--- src/rtl/mul_seq_ctrl.sv ---
// mul_seq_ctrl: sequencing controller for a digit-serial significand multiplier.
// It latches the operand exponents and the result sign on start. It spends one
// cycle (EXP) clearing the accumulator and capturing the external exponent
// adder's result. It then steps the accumulator through NDIGITS multiplier
// digits (MUL) and holds the result in DONE until the consumer acknowledges.
//
// Ports:
//   clk, rst              clock, synchronous active-high reset
//   start, start_ready    multiply request / controller idle
//   E1, E2, S1, S2        operand exponents and signs, sampled with start
//   add_E1, add_E2        latched exponents to the external exponent adder
//   add_Er, add_carry,
//   add_underflow         exponent adder result and flags
//   acc_clr, acc_en       accumulator clear / accumulate-shift enable
//   digit_sel             multiplier digit index for the current step
//   done, done_ack        result valid / consumer acknowledge
//   Er_out, Sr            result exponent and sign
//   overflow, underflow   result exponent range flags
module mul_seq_ctrl #(
  parameter int NDIGITS = 7,
  parameter int EMAX    = 191
) (
  input  logic       clk,
  input  logic       rst,
  input  logic       start,
  output logic       start_ready,
  input  logic [7:0] E1,
  input  logic [7:0] E2,
  input  logic       S1,
  input  logic       S2,
  output logic [7:0] add_E1,
  output logic [7:0] add_E2,
  input  logic [7:0] add_Er,
  input  logic       add_carry,
  input  logic       add_underflow,
  output logic       acc_clr,
  output logic       acc_en,
  output logic [2:0] digit_sel,
  output logic       done,
  input  logic       done_ack,
  output logic [7:0] Er_out,
  output logic       Sr,
  output logic       overflow,
  output logic       underflow
);

  localparam logic [2:0] LAST_DIGIT = 3'(NDIGITS - 1);
  localparam logic [7:0] EMAX_B     = 8'(EMAX);

  typedef enum logic [1:0] {IDLE, EXP, MUL, DONE} state_t;

  state_t     state, state_nxt;
  logic [2:0] cnt;
  logic       s_lat;   // operand sign product, held until EXP publishes it

  // State register
  always_ff @(posedge clk) begin
    if (rst) state <= IDLE;
    else     state <= state_nxt;
  end

  // Next state and Moore outputs
  always_comb begin
    state_nxt   = state;
    start_ready = 1'b0;
    acc_clr     = 1'b0;
    acc_en      = 1'b0;
    digit_sel   = 3'd0;
    done        = 1'b0;
    case (state)
      IDLE: begin
        start_ready = 1'b1;
        if (start) state_nxt = EXP;
      end
      EXP: begin
        acc_clr   = 1'b1;
        state_nxt = MUL;
      end
      MUL: begin
        acc_en    = 1'b1;
        digit_sel = cnt;
        if (cnt == LAST_DIGIT) state_nxt = DONE;
      end
      DONE: begin
        done = 1'b1;
        // start is deliberately not looked at here: an ack wins and the next
        // request is only taken once back in IDLE.
        if (done_ack) state_nxt = IDLE;
      end
      default: state_nxt = IDLE;
    endcase
  end

  // Operand latches, digit counter and result registers
  always_ff @(posedge clk) begin
    if (rst) begin
      add_E1    <= 8'd0;
      add_E2    <= 8'd0;
      s_lat     <= 1'b0;
      cnt       <= 3'd0;
      Er_out    <= 8'd0;
      Sr        <= 1'b0;
      overflow  <= 1'b0;
      underflow <= 1'b0;
    end else begin
      case (state)
        IDLE: begin
          cnt <= 3'd0;
          if (start) begin
            add_E1 <= E1;
            add_E2 <= E2;
            s_lat  <= S1 ^ S2;
          end
        end
        EXP: begin
          cnt <= 3'd0;
          Sr  <= s_lat;
          if (add_underflow) begin
            underflow <= 1'b1;
            overflow  <= 1'b0;
            Er_out    <= 8'd0;
          end else begin
            underflow <= 1'b0;
            overflow  <= add_carry | (add_Er > EMAX_B);
            Er_out    <= add_Er;
          end
        end
        MUL: begin
          // Wraps back to 0 on the last digit, ready for the next op.
          cnt <= (cnt == LAST_DIGIT) ? 3'd0 : cnt + 3'd1;
        end
        default: ;
      endcase
    end
  end

endmodule
--- config.mk ---
export PLATFORM = sky130hd
export DESIGN_NAME = mul_seq_ctrl
export DESIGN_NICKNAME = d
export VERILOG_FILES = /design/src/rtl/mul_seq_ctrl.sv
export SDC_FILE = /design/constraint.sdc
export NUM_CORES = 1
export LEC_CHECK = 0
export CAP_MARGIN = 20
export CORE_MARGIN = 4
export CORE_UTILIZATION = 25
export DETAILED_ROUTE_END_ITERATION = 12
export HOLD_SLACK_MARGIN = 0.05
export PLACE_DENSITY = 0.58
export RECOVER_POWER = 100
export SYNTH_ARGS = -nofsm -noshare
export SYNTH_HDL_FRONTEND = slang
export SYNTH_SLANG_ARGS = --single-unit
export TNS_END_PERCENT = 10
--- constraint.sdc ---
create_clock -name clk -period 1.7 [get_ports clk]
set_input_delay 0.34 -clock clk [delete_from_list [all_inputs] [get_ports clk]]
set_output_delay 0.34 -clock clk [all_outputs]
set_load 0.03 [all_outputs]
==> results.json <==
{
  "grt.total_usage_pct": 10.78,
  "cts-htree-levels": 2,
  "syn_nets": 200,
  "worstSetupPathType": "flop to output pin",
  "dp_cells": 300,
  "cp-end-kind": "output pin",
  "drt-pass1-iter-count": 4,
  "preCtsSetupSlack_ps": -34.62,
  "post-route-drc-count": 0,
  "clk_path_buf_depth": 2,
  "synth.area.top_cells": "dfxtp_1 (48%), a21oi_1 (10%), nand2_1 (10%)",
  "crit_path_max_incr_delay_ps": 320,
  "setup_viol": 0,
  "rsz0062_at_grt": "true",
  "synth_seq_cells": 33,
  "die_h_um": 82.17,
  "synth_top_family_by_area": "simple AND/OR/NAND/NOR gates",
  "syn_area_um2": 1375,
  "io_pins": 66,
  "path_cells": "inv_1 > ha_2 > and2_2 > clkdlybuf4s15_2",
  "finalCriticalPeriod_ps": 1652,
  "hold_class": "flop to flop",
  "cts-root-buf": "clkbuf_8",
  "powerDensity_nw_per_um2": 1323,
  "cts_tree": "done",
  "arrival_ps": 1310,
  "synth.distinct_cells": 26,
  "drive_gt1_share_pct": 14.71,
  "tritoncts.num_buffers": 5,
  "insertion_delay_ps": 280,
  "area_growth_pct": 67.79,
  "p_total_mw": 3.052,
  "synth_compound_gate_area_share_pct": 13.83,
  "hpwl_mm": 2.550,
  "fmax_mhz": 605.2,
  "stdcell_count": 308,
  "required_ps": 1360,
  "clock_skew_ps": 3.666,
  "worstHoldPathCells": 2,
  "postCtsHoldBufs": 0,
  "fin_nets": 275,
  "leakage_nw": 0.9089,
  "dieArea_um2": 6751,
  "start_util_pct": 26.42,
  "grt_pass1_vias": 1227,
  "synthCells": 162,
  "reg2regPathDepth": 6,
  "r2r_end": "state[0]$_SDFFE_PP0P_",
  "grt_max_degree": 19,
  "port_buffers": 65,
  "viasPerCell": 4.146,
  "synth_warnings": 0,
  "crit_slowest_cell": "dfxtp_2",
  "grt_overflow": 0,
  "antenna_found_initial": 0,
  "core_um2": 5205,
  "post_cts_buffers": 0,
  "placed_cell_area_um2": 2168,
  "tns_ps": 0,
  "synthAdderAreaFrac_pct": 5.460,
  "synth_seq_area_share_pct": 48.04,
  "min_from": "add_E1[0]$_SDFFE_PP0P_",
  "vias": 1277,
  "avgRoutedWirePerCell_um": 11.41,
  "ir_worst_vdd_v": 0.0006835,
  "synth_mux_area_share_pct": 2.184,
  "synth_top_area_share_pct": 48.04,
  "wirelength_mm": 3.514,
  "place_congestion": 0.6970,
  "worstMarginPinSlew_ps": 363.7,
  "post_synth_and_or_nand_nor_area_fraction_pct": 25.93,
  "worstPathMaxFanout": 4,
  "final_common_cell": "clkdlybuf4s50_1",
  "synth_xor_xnor_area_share_pct": 0.6369,
  "design_area_um2": 2307,
  "min_to": "add_E1[0]$_SDFFE_PP0P_",
  "fin_crit_sh_pct": 97.20,
  "grt_pass1_wl_mm": 5.547,
  "fin_ws_ps": 47.63,
  "synth.largest_area_cell": "dfxtp_1",
  "fp-row-count": 26,
  "final_cell_mix": "clkdlybuf4s50_1 (58), nand2_1 (37), dfxtp_1 (32), a21oi_1 (28), nor2_1 (15)",
  "antenna_cells": 0,
  "clock-sinks": 33,
  "cap_violations": 0,
  "hold_viol": 0,
  "ant_nets": 0,
  "ctsResizeCount": 13,
  "die_w_um": 82.17,
  "status": "complete, no violations",
  "fin_hold_ws_ps": 454.5,
  "clk_pin_slew_ps": 70,
  "nFillCells": 521,
  "final_util_pct": 44.33,
  "worst-r2r-setup-slack_ps": 120,
  "syn_area_per_cell_um2": 8.488,
  "cp-start-kind": "flop",
  "timing.rr.start": "state[1]$_SDFFE_PP0P_",
  "worst_slew_margin_rel_pct": 75.64,
  "drtIter0Drc": 17,
  "slew_viol_final": 0
}
[final cells by class]
class / instances / area [um^2] / share of cell area (%)
Clock buffer: 7 / 86.33 / 3.742
Clock inverter: 1 / 30.03 / 1.302
Inverter: 3 / 11.26 / 0.4881
Multi-Input combinational cell: 118 / 678.2 / 29.39
Sequential cell: 33 / 661.9 / 28.69
Tap cell: 70 / 87.58 / 3.796
Timing Repair Buffer: 76 / 752.0 / 32.59
[kinds of logic after synthesis]
| kind of cell | count (synthesis) |
|---|---|
| muxes | 3 |
| AOI/OAI and AO/OA | 34 |
| and+or+nand+nor | 74 |
| adders and majority gates | 6 |
| buffers and inverters | 11 |
| xor gates and xnor gates | 1 |
| DFF | 33 |
[cell usage after synthesis]
| master | n |
|---|---|
| a211oi_1 | 1 |
| a21boi_2 | 1 |
| a21o_1 | 1 |
| a21oi_1 | 28 |
| and2_1 | 1 |
| and2_2 | 2 |
| and2_4 | 1 |
| and3b_2 | 1 |
| buf_2 | 4 |
| buf_6 | 1 |
| clkbuf_1 | 3 |
| dfxtp_1 | 33 |
| ha_1 | 6 |
| inv_1 | 3 |
| mux2i_1 | 3 |
| nand2_1 | 37 |
| nand2b_1 | 1 |
| nand3b_1 | 1 |
| nor2_1 | 15 |
| nor2b_1 | 13 |
| nor3_1 | 1 |
| nor4_4 | 1 |
| o21ai_0 | 1 |
| o21ba_1 | 1 |
| o41ai_1 | 1 |
| xnor2_1 | 1 |
[worst max-delay path by stage]
stage	start	end	slack, ps
after floorplan	state[0]$_SDFFE_PP0P_	state[1]$_SDFFE_PP0P_	50
after global placement	state[0]$_SDFFE_PP0P_	digit_sel[2]	-3
after detailed placement	state[0]$_SDFFE_PP0P_	digit_sel[2]	-30
after CTS	state[0]$_SDFFE_PP0P_	digit_sel[2]	10
after global routing	state[1]$_SDFFE_PP0P_	state[0]$_SDFFE_PP0P_	-20
final	state[0]$_SDFFE_PP0P_	digit_sel[1]	50
[worst max-delay path: cells and delay by family (launching register included)]
kind,cells,cell delay [ps]
flops,1,320
buf+inv,2,320
fa+ha+maj,1,200
simple gates,1,190
[layer usage]
metal  up-vias  track usage [%]  share of wire [%]  routed length, um
met5         -                0                  0                  0
met4         0            4.983                1.7                 58
met3         7            4.230                8.6                302
met2        43            16.72                 44               1551
met1       554            13.10                 46               1602
li1        673                -                  -                  -
[state kept, by name, summed over array words and instances, names as in the netlist]
register   flops
add_E1         8
Sr             1
cnt            3
overflow       1
s_lat          1
add_E2         8
underflow      1
Er_out         8
state          2
[report_power, final]
group	internal [mW]	switching [mW]	total [mW]
Sequential	0.900	0.0573	0.957
Clock	0.478	0.287	0.764
Combinational	0.621	0.710	1.33
Total	2.00	1.05	3.05
Note: power is estimated with default switching activity, not from simulation.
